==> src/rtl/dest_pop_arbiter_if.sv <==
// Bundle of the two destination-FIFO pop handshakes, the merged sink
// stream, and the delivered-word counters. The arbiter takes the master
// modport and its environment takes the slave modport.
interface dest_pop_arbiter_if #(
    parameter int BITNUMBER = 8,
    parameter int CNT_WIDTH = 8
);
    logic                 D0_can_pop;
    logic                 D1_can_pop;
    logic [BITNUMBER-1:0] data_D0;
    logic [BITNUMBER-1:0] data_D1;
    logic                 sink_pause;
    logic                 pop_D0;
    logic                 pop_D1;
    logic                 valid_out;
    logic [BITNUMBER-1:0] data_out;
    logic                 src_out;
    logic [CNT_WIDTH-1:0] count_D0;
    logic [CNT_WIDTH-1:0] count_D1;
    logic                 idle;

    modport master (
        input  D0_can_pop, D1_can_pop, data_D0, data_D1, sink_pause,
        output pop_D0, pop_D1, valid_out, data_out, src_out,
               count_D0, count_D1, idle
    );

    modport slave (
        output D0_can_pop, D1_can_pop, data_D0, data_D1, sink_pause,
        input  pop_D0, pop_D1, valid_out, data_out, src_out,
               count_D0, count_D1, idle
    );
endinterface

==> src/rtl/dest_pop_arbiter.sv <==
// Sink end of the transaction layer: drains FIFOs D0/D1 through their
// pop/can_pop handshake with round-robin fairness, one pop per cycle, and
// merges the words into a single registered stream tagged with the source.
module dest_pop_arbiter #(
    parameter int BITNUMBER = 8,
    parameter int CNT_WIDTH = 8
) (
    input  logic                 clk,
    input  logic                 reset,
    dest_pop_arbiter_if.master   bus
);
    // State names which pop strobe is high this cycle.
    typedef enum logic [1:0] {IDLE, SERVE_D0, SERVE_D1} state_t;

    state_t               state_reg, state_next;
    logic                 last_grant_reg, last_grant_next; // 0 = D0, 1 = D1
    logic                 elig0, elig1;
    logic                 flight_valid_reg;   // a pop was issued last cycle
    logic                 flight_src_reg;     // which FIFO that pop went to
    logic                 valid_out_reg;
    logic [BITNUMBER-1:0] data_out_reg;
    logic                 src_out_reg;
    logic [CNT_WIDTH-1:0] count_reg [2];

    // Grant selection: a FIFO popped this cycle is not eligible again until
    // its can_pop has caught up, so back-to-back pops of one FIFO never occur.
    always_comb begin
        state_next      = IDLE;
        last_grant_next = last_grant_reg;
        elig0 = bus.D0_can_pop & ~bus.sink_pause & (state_reg != SERVE_D0);
        elig1 = bus.D1_can_pop & ~bus.sink_pause & (state_reg != SERVE_D1);
        if (elig0 && elig1) begin
            if (last_grant_reg) begin
                state_next      = SERVE_D0;
                last_grant_next = 1'b0;
            end else begin
                state_next      = SERVE_D1;
                last_grant_next = 1'b1;
            end
        end else if (elig0) begin
            state_next      = SERVE_D0;
            last_grant_next = 1'b0;
        end else if (elig1) begin
            state_next      = SERVE_D1;
            last_grant_next = 1'b1;
        end
    end

    // State and round-robin pointer; reset favours D0 on the first tie.
    always_ff @(posedge clk) begin
        if (reset) begin
            state_reg      <= IDLE;
            last_grant_reg <= 1'b1;
        end else begin
            state_reg      <= state_next;
            last_grant_reg <= last_grant_next;
        end
    end

    // Two-stage pipeline: remember the pop, then capture the FIFO read data
    // one cycle later. Reset drops any word in flight.
    always_ff @(posedge clk) begin
        if (reset) begin
            flight_valid_reg <= 1'b0;
            flight_src_reg   <= 1'b0;
            valid_out_reg    <= 1'b0;
            data_out_reg     <= '0;
            src_out_reg      <= 1'b0;
        end else begin
            flight_valid_reg <= (state_reg != IDLE);
            flight_src_reg   <= (state_reg == SERVE_D1);
            valid_out_reg    <= flight_valid_reg;
            if (flight_valid_reg) begin
                data_out_reg <= flight_src_reg ? bus.data_D1 : bus.data_D0;
                src_out_reg  <= flight_src_reg;
            end
        end
    end

    // Per-destination delivered-word counters, bumped at the same edge that
    // raises valid_out for that source; they wrap silently.
    generate
        for (genvar gi = 0; gi < 2; gi++) begin : g_count
            always_ff @(posedge clk) begin
                if (reset) begin
                    count_reg[gi] <= '0;
                end else if (flight_valid_reg && (flight_src_reg == 1'(gi))) begin
                    count_reg[gi] <= count_reg[gi] + 1'b1;
                end
            end
        end
    endgenerate

    assign bus.pop_D0    = (state_reg == SERVE_D0);
    assign bus.pop_D1    = (state_reg == SERVE_D1);
    assign bus.valid_out = valid_out_reg;
    assign bus.data_out  = data_out_reg;
    assign bus.src_out   = src_out_reg;
    assign bus.count_D0  = count_reg[0];
    assign bus.count_D1  = count_reg[1];
    assign bus.idle      = (state_reg == IDLE) & ~flight_valid_reg & ~valid_out_reg;
endmodule

==> src/flat_wrapper.sv <==
// flat-port wrapper written by rule: the top's interface ports become plain ports
module dest_pop_arbiter_flat 
#(
    parameter int BITNUMBER = 8,
    parameter int CNT_WIDTH = 8
)
  (clk, reset, bus_D0_can_pop, bus_D1_can_pop, bus_data_D0, bus_data_D1, bus_sink_pause, bus_pop_D0, bus_pop_D1, bus_valid_out, bus_data_out, bus_src_out, bus_count_D0, bus_count_D1, bus_idle);
  dest_pop_arbiter_if #(.BITNUMBER(BITNUMBER), .CNT_WIDTH(CNT_WIDTH)) bus_i ();
  input  logic clk;
  input  logic reset;
  input wire logic [$bits(bus_i.D0_can_pop)-1:0] bus_D0_can_pop;
  input wire logic [$bits(bus_i.D1_can_pop)-1:0] bus_D1_can_pop;
  input wire logic [$bits(bus_i.data_D0)-1:0] bus_data_D0;
  input wire logic [$bits(bus_i.data_D1)-1:0] bus_data_D1;
  input wire logic [$bits(bus_i.sink_pause)-1:0] bus_sink_pause;
  output wire logic [$bits(bus_i.pop_D0)-1:0] bus_pop_D0;
  output wire logic [$bits(bus_i.pop_D1)-1:0] bus_pop_D1;
  output wire logic [$bits(bus_i.valid_out)-1:0] bus_valid_out;
  output wire logic [$bits(bus_i.data_out)-1:0] bus_data_out;
  output wire logic [$bits(bus_i.src_out)-1:0] bus_src_out;
  output wire logic [$bits(bus_i.count_D0)-1:0] bus_count_D0;
  output wire logic [$bits(bus_i.count_D1)-1:0] bus_count_D1;
  output wire logic [$bits(bus_i.idle)-1:0] bus_idle;
  assign bus_i.D0_can_pop = bus_D0_can_pop;
  assign bus_i.D1_can_pop = bus_D1_can_pop;
  assign bus_i.data_D0 = bus_data_D0;
  assign bus_i.data_D1 = bus_data_D1;
  assign bus_i.sink_pause = bus_sink_pause;
  assign bus_pop_D0 = bus_i.pop_D0;
  assign bus_pop_D1 = bus_i.pop_D1;
  assign bus_valid_out = bus_i.valid_out;
  assign bus_data_out = bus_i.data_out;
  assign bus_src_out = bus_i.src_out;
  assign bus_count_D0 = bus_i.count_D0;
  assign bus_count_D1 = bus_i.count_D1;
  assign bus_idle = bus_i.idle;
  dest_pop_arbiter #(.BITNUMBER(BITNUMBER), .CNT_WIDTH(CNT_WIDTH)) u_core (.clk(clk), .reset(reset), .bus(bus_i));
endmodule
==> config.mk <==
export PLATFORM = sky130hd
export DESIGN_NAME = dest_pop_arbiter_flat
export DESIGN_NICKNAME = d
export VERILOG_FILES = /design/src/rtl/dest_pop_arbiter_if.sv /design/src/rtl/dest_pop_arbiter.sv /design/src/flat_wrapper.sv
export SDC_FILE = /design/constraint.sdc
export NUM_CORES = 1
export LEC_CHECK = 0
export CAP_MARGIN = 20
export CORE_MARGIN = 8
export CORE_UTILIZATION = 41
export CTS_BUF_LIST = sky130_fd_sc_hd__clkbuf_4 sky130_fd_sc_hd__clkbuf_8
export CTS_CLUSTER_DIAMETER = 200
export DETAILED_ROUTE_END_ITERATION = 6
export GPL_TIMING_DRIVEN = 0
export PLACE_DENSITY = 0.79
export SYNTH_ARGS = -nofsm -noshare
export SYNTH_HDL_FRONTEND = slang
export SYNTH_SLANG_ARGS = --single-unit
==> constraint.sdc <==
create_clock -name clk -period 1.4 [get_ports clk]
set_clock_uncertainty 0.05 [all_clocks]
set_input_delay 0.21 -clock clk [delete_from_list [all_inputs] [get_ports clk]]
set_output_delay 0.21 -clock clk [all_outputs]
set_load 0.05 [all_outputs]
==> impl_metrics.tcl <==
set metrics [dict create \
    period_minus_slack_ps 1401 \
    period_share_pct 100.1 \
    internal-power_mw 1.395 \
    remaining_drc_errors 0 \
    hold_class "reg2reg" \
    max-vdd-ir-drop_v 0.0007190 \
    fin_nets 216 \
    maxSlewHeadroom_pct 74.49 \
    ys_top_cells_by_area "edfxtp_1 (34%), dfxtp_1 (22%), mux2i_1 (5.7%)" \
    htree_num_levels 2 \
    num_vias 1223 \
    antenna_cells 0 \
    yosys.area.top_type_share_pct 34.47 \
    numClockSinks 31 \
    multi_input_area_um2 655.6 \
    die_h_um 74.31 \
    drive_above_1_share_pct 33.68 \
    postLayoutCellArea_um2 2105 \
    p_per_area_nw_per_um2 939.5 \
    synth_cells 131 \
    maxCapViolCount 0 \
    rows 21 \
    design.portCount 50 \
    drv_slew 0 \
    setup_viol 1 \
    hp-start "u_core.bus.src_out" \
    track_usage_pct 12.74 \
    cts_buffers 5 \
    drt_iter0_drc 64 \
    power.leakage_nw 0.7565 \
    crit_start "u_core.state_reg[1]" \
    yosys_warnings 0 \
    antenna_found_initial 0 \
    grt_pass1_vias 1205 \
    power.total_mw 1.977 \
    switching_share_pct 29.45 \
    ys_ff_latch 31 \
    dieWidth_um 74.31 \
    cp_max_fo 3 \
    worst_pin_slew_ps 377.4 \
    reg2reg_slack_ps 10 \
    dp_hpwl_um 2540 \
    use_met1_pct 12.86 \
    dieArea_um2 5521 \
    syn-num-nets 154 \
    largest_register_ffs 16 \
    busiest_layer "met2" \
    critical_path_class "reg2out" \
    start_util_pct 42.10 \
    cts_root_buf "clkbuf_4" \
    crit_required_ps 1140 \
    vias_per_cell 5.117 \
    met2_usage_pct 20.12 \
    cts-hold-fix-buffers 0 \
    power_frac_comb_pct 21.2 \
    grt_max_degree 11 \
    yosysSeqAreaShare_pct 56.01 \
    drt_wl_total_um 3508 \
    p_clk_share_pct 26.0 \
    layout_setup_ws_ps -1.029 \
    syn_to_final_growth_pct 50.99 \
    final_antenna_net_count 0 \
    rr_startpoint "u_core.count_reg[1][0]" \
    synth_top_cell_by_area "edfxtp_1" \
    use_met3_pct 8.356 \
    rsz0062_at_grt "yes" \
    outcome "complete, but fails checks" \
    hold_violations 0 \
    placed_cell_area_um2 1999 \
    regArea_um2 788.3 \
    p_switching_mw 0.5822 \
    wire_per_inst_um 14.68 \
    grt_overflow_total 0 \
    cts_tree "done" \
    critPathLaunchType "flop" \
    sequentialPowerShare_pct 52.8 \
    crit_arrival_ps 1140 \
    fillerInstances 293 \
    cts.clk_slew.worst_paths_ps 80 \
    violations "negative setup slack" \
    cts.path.max_buffers 2 \
    clk_latency_ps 330 \
    netlist_area_um2 1394 \
    fmax_mhz 713.8 \
    ys_types 28 \
    endpoint_kind "output port" \
    core_um2 3311 \
    place.gp.congestion 0.7845 \
    first_pass_iters 4 \
    grt_pass1_wl_um 5319 \
    io_buffers 49 \
    avgSynthCellArea_um2 10.64 \
]
==> worst max-delay path: stages (launching register included) <==
cell,delay [ps]
dfxtp_4,370
nor4_4,250
buf_6,190
==> per-layer routing <==
layer / wire, um / up-vias
met2: 1634 / 47
met1: 1416 / 569
li1: - / 600
met4: 78 / 0
met3: 378 / 7
met5: 0 / -
==> cell usage in the layout, fill, tap and decap left out, types with 3 or more instances in the layout <==
master and n:
dfxtp_1 11, or3_1 6, edfxtp_1 16, clkdlybuf4s15_2 11, buf_2 12, xnor2_1 3
o21ai_0 6, a21oi_1 3, dfxtp_2 3, a21oi_2 3, a211oi_1 8, nand2_1 4
mux2i_1 8, nand3_1 5, inv_1 3, clkdlybuf4s50_1 20, nor2_1 20, xor2_1 3
buf_4 7, clkbuf_4 10
==> power by group through the flow <==
stage	Sequential (mW)	Clock, mW	Combinational (mW)
after global routing	1.05	0.565	0.446
after CTS	1.05	0.532	0.407
final	1.04	0.514	0.419
after floorplan	1.19	0	0.120
after detailed placement	1.07	0	0.416
after global placement	1.06	0	0.411
==> stage by stage <==
step	worst slack (ps)	hold WS [ps]	utilization, %	setup TNS [ps]	std cells
2_1_floorplan	-240.2	231.6	-	-1404	131
3_3_place_gp	-575.4	402.5	60.39	-11160	226
3_5_place_dp	-577.3	419.0	60.39	-13260	226
4_1_cts	-20.30	439.5	61.83	-20.30	234
5_1_grt	-60.32	457.0	63.57	-253.0	239
6_report	-1.029	432.0	63.57	-1.029	239
==> cell families after synthesis <==
family                   after synthesis  share of synthesized area [%]
AO/OA/AOI/OAI                         24                          10.86
XOR/XNOR                               6                          3.771
adder cells (fa/ha/maj)                2                          1.795
buffers and inverters                  8                          2.243
flip-flops                            31                          56.01
multiplexers                           8                          5.745
AND/OR/NAND/NOR                       52                          19.57
==> path summary, 6_finish.rpt <==
path,endpoint,depth (start not counted)
max,bus_idle,2
min,u_core.bus.src_out,2
max reg2reg,u_core.count_reg[1][6],4
min reg2reg,u_core.bus.src_out,2
==> Yosys cell counts <==
master     n
nand4_1    2
dfxtp_1   15
edfxtp_1  16
clkbuf_1   3
or3b_4     1
a21oi_1    6
nor2b_4    1
xnor2_1    3
a211o_1    1
nor2b_1    3
xor2_1     3
a211oi_1   8
nor4_1     1
and2_0     2
nand3_1    7
inv_1      4
nor4b_1    2
nand2_1    4
a21o_1     2
o21a_1     1
o21ai_0    6
buf_2      1
nor2_1    20
or3_1      6
and2_1     2
nor3_1     1
ha_1       2
mux2i_1    8
==> timing repair <==
item	in CTS	in global routing
setup endpoints to repair	46	26
pin swaps	1	5
buffers inserted	1	5
gates resized for setup	132	20
gates cloned	0	0
==> cell type report <==
class                   instances  area share, %
plain buffers                   4          1.486
clock buffers                   7          2.497
inverters                       4         0.7134
multi-input cells              92          31.15
flip-flops and latches         31          37.46
well taps                      46          2.735
repair buffers                 55          23.96
Power figures use the tool's default switching activity.
